--- config.mk ---
export PLATFORM = sky130hd
export DESIGN_NAME = code_sequencer_flat
export DESIGN_NICKNAME = d
export VERILOG_FILES = /design/src/rtl/code_sequencer_if.sv /design/src/rtl/code_sequencer.sv /design/src/flat_wrapper.sv
export SDC_FILE = /design/constraint.sdc
export NUM_CORES = 1
export LEC_CHECK = 0
export CAP_MARGIN = 20
export CELL_PAD_IN_SITES_DETAIL_PLACEMENT = 0
export CELL_PAD_IN_SITES_GLOBAL_PLACEMENT = 1
export CORE_ASPECT_RATIO = 1.25
export CORE_MARGIN = 2
export CORE_UTILIZATION = 31
export DETAILED_ROUTE_END_ITERATION = 7
export MAX_ROUTING_LAYER = met4
export PLACE_DENSITY = 0.9
export SLEW_MARGIN = 20
export SYNTH_ARGS = -nofsm -noshare
export SYNTH_HDL_FRONTEND = slang
export SYNTH_SLANG_ARGS = --single-unit
export TNS_END_PERCENT = 5
--- constraint.sdc ---
create_clock -name clk -period 4.4 [get_ports clk]
set_clock_uncertainty 0.15 [all_clocks]
set_input_delay 0.66 -clock clk [delete_from_list [all_inputs] [get_ports clk]]
set_output_delay 0.66 -clock clk [all_outputs]
set_load 0.05 [all_outputs]
--- src/rtl/code_sequencer_if.sv ---
`default_nettype none
// +--------------------------------------------------------------------------+
// | code_sequencer_if : load stream, instruction stream and storage bus      |
// | Revision 1.0                                                             |
// +--------------------------------------------------------------------------+
interface code_sequencer_if #(
  parameter int CODE_SIZE = 12
) ();
  logic                 load_valid;
  logic                 load_last;
  logic [CODE_SIZE-1:0] load_data;
  logic                 load_ready;

  logic                 instr_valid;
  logic                 instr_ready;
  logic [CODE_SIZE-1:0] instr_data;
  logic [31:0]          instr_index;

  logic                 st_active;
  logic                 st_reset;
  logic                 st_is_write;
  logic [31:0]          st_write_line;
  logic [CODE_SIZE-1:0] st_write_data;
  logic [CODE_SIZE-1:0] st_code;
  logic [31:0]          st_code_index;

  // master: the sequencer itself
  modport master (
    input  load_valid, load_last, load_data,
    output load_ready,
    output instr_valid, instr_data, instr_index,
    input  instr_ready,
    output st_active, st_reset, st_is_write, st_write_line, st_write_data,
    input  st_code, st_code_index
  );

  // slave: host, datapath and storage seen from the outside
  modport slave (
    output load_valid, load_last, load_data,
    input  load_ready,
    input  instr_valid, instr_data, instr_index,
    output instr_ready,
    input  st_active, st_reset, st_is_write, st_write_line, st_write_data,
    output st_code, st_code_index
  );
endinterface
`default_nettype wire

--- src/rtl/code_sequencer.sv ---
`default_nettype none
// +--------------------------------------------------------------------------+
// | code_sequencer : loads a program into code storage, then steps through   |
// | it issuing code words to the datapath until program end or halt word.    |
// | Revision 1.0                                                             |
// +--------------------------------------------------------------------------+
module code_sequencer #(
  parameter int                   CODE_SIZE     = 12,
  parameter int                   MAX_CODE_LINE = 100,
  parameter logic [CODE_SIZE-1:0] HALT_CODE     = '1
) (
  input  wire logic        clk,
  input  wire logic        reset,
  input  wire logic        load_start,
  input  wire logic        run_start,
  input  wire logic        abort,
  output      logic        busy,
  output      logic        done,
  output      logic        halted,
  output      logic        error,
  output      logic [31:0] prog_len,
  code_sequencer_if.master bus
);

  localparam logic [31:0] c_max_line = 32'(MAX_CODE_LINE);

  typedef enum logic [1:0] {
    S_IDLE = 2'd0,
    S_LOAD = 2'd1,
    S_RUN  = 2'd2,
    S_DONE = 2'd3
  } state_t;

  state_t      r_state;
  state_t      w_state_next;
  logic [31:0] r_wr_ptr;
  logic [31:0] w_wr_ptr_next;
  logic [31:0] r_prog_len;
  logic [31:0] w_prog_len_next;
  logic        r_halted;
  logic        w_halted_next;
  logic        r_error;
  logic        w_error_next;

  logic        w_load_ready;
  logic        w_write;
  logic        w_instr_valid;
  logic        w_st_active;
  logic        w_run_go;
  logic        w_is_halt;
  logic        w_end;

  assign w_is_halt = (bus.st_code == HALT_CODE);
  assign w_end     = (bus.st_code_index >= r_prog_len) || w_is_halt;

  always_ff @(posedge clk) begin
    if (reset) begin
      r_state    <= S_IDLE;
      r_wr_ptr   <= 32'd0;
      r_prog_len <= 32'd0;
      r_halted   <= 1'b0;
      r_error    <= 1'b0;
    end else begin
      r_state    <= w_state_next;
      r_wr_ptr   <= w_wr_ptr_next;
      r_prog_len <= w_prog_len_next;
      r_halted   <= w_halted_next;
      r_error    <= w_error_next;
    end
  end

  always_comb begin
    w_state_next    = r_state;
    w_wr_ptr_next   = r_wr_ptr;
    w_prog_len_next = r_prog_len;
    w_halted_next   = r_halted;
    w_error_next    = 1'b0;
    w_load_ready    = 1'b0;
    w_write         = 1'b0;
    w_instr_valid   = 1'b0;
    w_st_active     = 1'b0;
    w_run_go        = 1'b0;

    case (r_state)
      S_IDLE: begin
        if (load_start) begin
          w_state_next  = S_LOAD;
          w_wr_ptr_next = 32'd0;
        end else if (run_start) begin
          if (r_prog_len != 32'd0) begin
            w_state_next  = S_RUN;
            w_run_go      = 1'b1;
            w_halted_next = 1'b0;
          end else begin
            w_error_next  = 1'b1;
          end
        end
      end

      S_LOAD: begin
        // ready drops during abort so the host never sees a handshake that wrote nothing
        w_load_ready = (r_wr_ptr < c_max_line) && !abort;
        if (abort) begin
          w_state_next = S_IDLE;
        end else if (r_wr_ptr >= c_max_line) begin
          w_prog_len_next = c_max_line;
          w_error_next    = 1'b1;
          w_state_next    = S_IDLE;
        end else if (bus.load_valid) begin
          w_write       = 1'b1;
          w_wr_ptr_next = r_wr_ptr + 32'd1;
          if (bus.load_last) begin
            w_prog_len_next = r_wr_ptr + 32'd1;
            w_state_next    = S_IDLE;
          end
        end
      end

      S_RUN: begin
        if (abort) begin
          w_state_next = S_IDLE;
        end else if (w_end) begin
          w_state_next  = S_DONE;
          w_halted_next = w_is_halt && (bus.st_code_index < r_prog_len);
        end else begin
          w_instr_valid = 1'b1;
          w_st_active   = bus.instr_ready;
        end
      end

      S_DONE: begin
        w_state_next = S_IDLE;
      end

      default: begin
        w_state_next = S_IDLE;
      end
    endcase
  end

  // every output except st_reset is forced low while reset is held
  assign bus.load_ready    = !reset && w_load_ready;
  assign bus.st_is_write   = !reset && w_write;
  assign bus.st_write_line = (!reset && w_write) ? r_wr_ptr : 32'd0;
  assign bus.st_write_data = (!reset && w_write) ? bus.load_data : '0;

  assign bus.instr_valid   = !reset && w_instr_valid;
  assign bus.instr_data    = (!reset && r_state == S_RUN) ? bus.st_code : '0;
  assign bus.instr_index   = (!reset && r_state == S_RUN) ? bus.st_code_index : 32'd0;

  assign bus.st_active     = !reset && w_st_active;
  assign bus.st_reset      = reset || w_run_go;

  assign busy     = !reset && (r_state != S_IDLE);
  assign done     = !reset && (r_state == S_DONE);
  assign halted   = !reset && r_halted;
  assign error    = !reset && r_error;
  assign prog_len = reset ? 32'd0 : r_prog_len;

endmodule
`default_nettype wire

--- src/flat_wrapper.sv ---
// flat-port wrapper written by rule: the top's interface ports become plain ports
module code_sequencer_flat 
#(
  parameter int                   CODE_SIZE     = 12,
  parameter int                   MAX_CODE_LINE = 100,
  parameter logic [CODE_SIZE-1:0] HALT_CODE     = '1
)
  (clk, reset, load_start, run_start, abort, busy, done, halted, error, prog_len, bus_load_valid, bus_load_last, bus_load_data, bus_load_ready, bus_instr_valid, bus_instr_data, bus_instr_index, bus_instr_ready, bus_st_active, bus_st_reset, bus_st_is_write, bus_st_write_line, bus_st_write_data, bus_st_code, bus_st_code_index);
  code_sequencer_if #(.CODE_SIZE(CODE_SIZE)) bus_i ();
  input  wire logic clk;
  input  wire logic reset;
  input  wire logic load_start;
  input  wire logic run_start;
  input  wire logic abort;
  output      logic busy;
  output      logic done;
  output      logic halted;
  output      logic error;
  output      logic [31:0] prog_len;
  input wire logic [$bits(bus_i.load_valid)-1:0] bus_load_valid;
  input wire logic [$bits(bus_i.load_last)-1:0] bus_load_last;
  input wire logic [$bits(bus_i.load_data)-1:0] bus_load_data;
  output wire logic [$bits(bus_i.load_ready)-1:0] bus_load_ready;
  output wire logic [$bits(bus_i.instr_valid)-1:0] bus_instr_valid;
  output wire logic [$bits(bus_i.instr_data)-1:0] bus_instr_data;
  output wire logic [$bits(bus_i.instr_index)-1:0] bus_instr_index;
  input wire logic [$bits(bus_i.instr_ready)-1:0] bus_instr_ready;
  output wire logic [$bits(bus_i.st_active)-1:0] bus_st_active;
  output wire logic [$bits(bus_i.st_reset)-1:0] bus_st_reset;
  output wire logic [$bits(bus_i.st_is_write)-1:0] bus_st_is_write;
  output wire logic [$bits(bus_i.st_write_line)-1:0] bus_st_write_line;
  output wire logic [$bits(bus_i.st_write_data)-1:0] bus_st_write_data;
  input wire logic [$bits(bus_i.st_code)-1:0] bus_st_code;
  input wire logic [$bits(bus_i.st_code_index)-1:0] bus_st_code_index;
  assign bus_i.load_valid = bus_load_valid;
  assign bus_i.load_last = bus_load_last;
  assign bus_i.load_data = bus_load_data;
  assign bus_load_ready = bus_i.load_ready;
  assign bus_instr_valid = bus_i.instr_valid;
  assign bus_instr_data = bus_i.instr_data;
  assign bus_instr_index = bus_i.instr_index;
  assign bus_i.instr_ready = bus_instr_ready;
  assign bus_st_active = bus_i.st_active;
  assign bus_st_reset = bus_i.st_reset;
  assign bus_st_is_write = bus_i.st_is_write;
  assign bus_st_write_line = bus_i.st_write_line;
  assign bus_st_write_data = bus_i.st_write_data;
  assign bus_i.st_code = bus_st_code;
  assign bus_i.st_code_index = bus_st_code_index;
  code_sequencer #(.CODE_SIZE(CODE_SIZE), .MAX_CODE_LINE(MAX_CODE_LINE), .HALT_CODE(HALT_CODE)) u_core (.clk(clk), .reset(reset), .load_start(load_start), .run_start(run_start), .abort(abort), .busy(busy), .done(done), .halted(halted), .error(error), .prog_len(prog_len), .bus(bus_i));
endmodule
==> flow_summary.ini <==
[synth]
ys_ff_latch = 68
netlist_instances = 505
netlist_area_um2 = 4100
seq_area_frac_synth_pct = 33.2
async_flop_share_pct = 0
avgSynthCellArea_um2 = 8.13
synthDistinctLibCells = 54
synth_edf_count = 0
synth_ff_type = dfxtp_1
synth_warnings = 0

[global_route]
grt_overflow = 0
track_usage_pct = 16.9
grt_pass1_wl_um = 18900
first_global_vias = 3883
grt_max_degree = 48
antenna_found_initial = 0

[place]
port_buffers = 167
dp_hpwl_um = 9440
place.gp.congestion = 0.893
place_ws_ns = 0.505
place_area_um2 = 5810
dp.cells = 823

[critical_path]
rrSetupSlack_ns = 2.20
path_buf_inv = 3
crit_chain = clkdlybuf4s50_1 -> ha_1 -> nand4_1 -> nor3_1 -> a21boi_0 -> o41a_1 -> nor3_1 -> buf_4 -> and2_1 -> buf_12
endpoint = bus_st_active
critPathKind = primary input to primary output
cp_max_fo = 3
worstSetupStartpointType = primary input
critical_path.startpoint = bus_st_code_index[14]
rr_worst_depth = 6
path_depth = 10
max_stage_delay_ns = 0.45
cp.arrival_ns = 3.06
r2r-end = u_core.r_wr_ptr[0]
endpoint_kind = primary output
slowest_stage = clkdlybuf4s50_1
r2r_start = u_core.r_wr_ptr[7]
cp_top_family = simple AND/OR/NAND/NOR gates
crit_required_ns = 3.59
cp_common_cell = nor3_1

[power]
power_frac_comb_pct = 13.9
p_switching_mw = 0.410
p_sw_share_pct = 25.2
ir_drop_v = 0.000208
p_clk_share_pct = 47.8
pwr_density_cell_nw_per_um2 = 265
p_int_mw = 1.22
finalPower_mw = 1.63
leakagePower_nw = 2.38
pwr-share-seq_pct = 38.3

[floorplanning]
ioPinCount = 193
core_area_um2 = 13100
die_area_um2 = 14200
rows = 47
die_y_um = 133
initial_utilization_pct = 31.3
die_w_um = 107

[sta]
hold_viol = 0
hold_ws_ns = 0.311
max_slew_margin_pct = 63.4
maxSlewViolCount = 0
fin_crit_ns = 3.87
fin_crit_sh_pct = 87.9
fmaxAchievable_ghz = 0.259
fin_ws_ns = 0.533
worst_pin_slew_ns = 0.544
setup_viol = 0
rsz0062_at_grt = false
setup_tns_ns = 0

[detailed_routing]
via_per_inst = 4.72
drt-initial-drc-count = 113
vias = 3956
routed_wl_um = 11800
drc = 0
wl_per_cell_um = 14.0
drt_pass1_iterations = 4
ant_nets = 0

[finish]
fin_util_pct = 46.8
stdcell_area_um2 = 6130
drive_gt1_share_pct = 8.83
final_cells = 839
seqCellArea_um2 = 1360
multi_input_area_um2 = 2400
antenna_cells = 0
nNetsFinal = 761
syn2layout_area_growth_pct = 49.4
fill_cells = 1255

[cts]
clkSinkCount = 68
ctsHoldBuffers = 0
cts_buffer_depth = 2
insertion_delay_ns = 0.33
cts_buffers = 9
cts_resized = 0
clk_pin_slew_worst_paths_ns = 0.05
cts_setup_buffers = 0
cts_tree = done
cts-root-buf = clkbuf_16
htreeDepth = 3

[hold_path]
min-delay-start = u_core.r_wr_ptr[28]
hold_path.class = flop to flop

[status]
outcome = complete, no violations

[flow_run]
drv_cap = 0
[power groups by stage]
stage / Sequential [mW] / Combinational [mW] / Clock (mW)
after floorplan: 0.633 / 0.154 / 0
after global placement: 0.637 / 0.223 / 0
after detailed placement: 0.637 / 0.226 / 0
after CTS: 0.624 / 0.227 / 0.789
after global routing: 0.624 / 0.246 / 0.816
final: 0.624 / 0.227 / 0.777
[layout make-up]
class	instances	share of cell area [%]
clock inverter	6	1.43
tap	171	3.49
multi-input combinational	374	39.2
timing repair buffer	173	27.5
sequential	68	22.2
clock buffer	10	3.90
inverter	37	2.26
[kinds of logic (layout without fill, tap and decap cells)]
| group | count (synthesis) | count (layout) | synth area share, % |
|---|---|---|---|
| xor+xnor | 5 | 5 | 1.07 |
| buf+inv | 87 | 226 | 10.6 |
| fa+ha+maj | 34 | 34 | 10.4 |
| mux | 2 | 2 | 0.518 |
| other cells | 1 | 25 | 0.0914 |
| flops | 68 | 68 | 33.2 |
| simple gates | 256 | 256 | 36.0 |
| compound gates | 52 | 52 | 8.11 |
[worst min-delay path by stage]
stage,depth (start not counted),end,slack (ns)
after floorplan,1,u_core.r_wr_ptr[19],0.28
after global placement,1,u_core.r_wr_ptr[11],0.29
final,1,u_core.r_wr_ptr[28],0.31
after CTS,1,u_core.r_wr_ptr[11],0.31
after detailed placement,1,u_core.r_wr_ptr[11],0.30
after global routing,1,u_core.r_wr_ptr[28],0.34
[cell usage in the layout, fill, tap and decap left out, types with 3 or more instances in the layout]
cell	n
a211oi_1	4
a21o_1	4
a21oi_1	19
and2_1	87
and3_1	4
buf_4	24
clkbuf_16	9
clkdlybuf4s50_1	146
clkinvlp_4	3
conb_1	25
dfxtp_1	68
ha_1	34
inv_1	37
nand2_1	20
nand2b_1	5
nand3_1	8
nand3b_1	3
nand4_1	13
nor2_1	47
nor2b_1	7
nor3_1	33
nor4_1	12
nor4_2	3
o21ai_0	8
o32ai_1	3
xnor2_1	3
[metal layers]
| layer | GRT usage [%] | share of wire, % |
|---|---|---|
| met5 | - | 0 |
| met4 | 4.98 | 1.5 |
| met3 | 2.91 | 5.8 |
| met2 | 30.9 | 53 |
| met1 | 18.5 | 40 |
[Yosys cell counts, types with 2 or more instances]
cell type	count	area, um^2
a211oi_1	4	30.0
a21o_1	4	30.0
a21oi_1	20	100
a31oi_1	2	12.5
and2_1	87	544
and3_1	4	25.0
buf_1	5	18.8
buf_2	4	20.0
buf_4	26	195
clkbuf_1	14	52.6
dfxtp_1	68	1360
ha_1	34	425
inv_1	37	139
nand2_1	20	75.1
nand2b_1	5	31.3
nand3_1	8	40.0
nand3b_1	3	22.5
nand4_1	13	81.3
nor2_1	47	176
nor2b_1	7	43.8
nor3_1	33	165
nor3b_1	2	15.0
nor4_1	12	75.1
nor4_2	3	37.5
o21ai_0	8	40.0
o32ai_1	3	26.3
or3_1	2	12.5
xnor2_1	3	26.3
xor2_1	2	17.5
[flip-flops by register name, summed over array words and instances (netlist names)]
name,count
u_core.r_error,1
u_core.r_halted,1
u_core.r_prog_len,32
u_core.r_state,2
u_core.r_wr_ptr,32
Power figures use the tool's default switching activity.
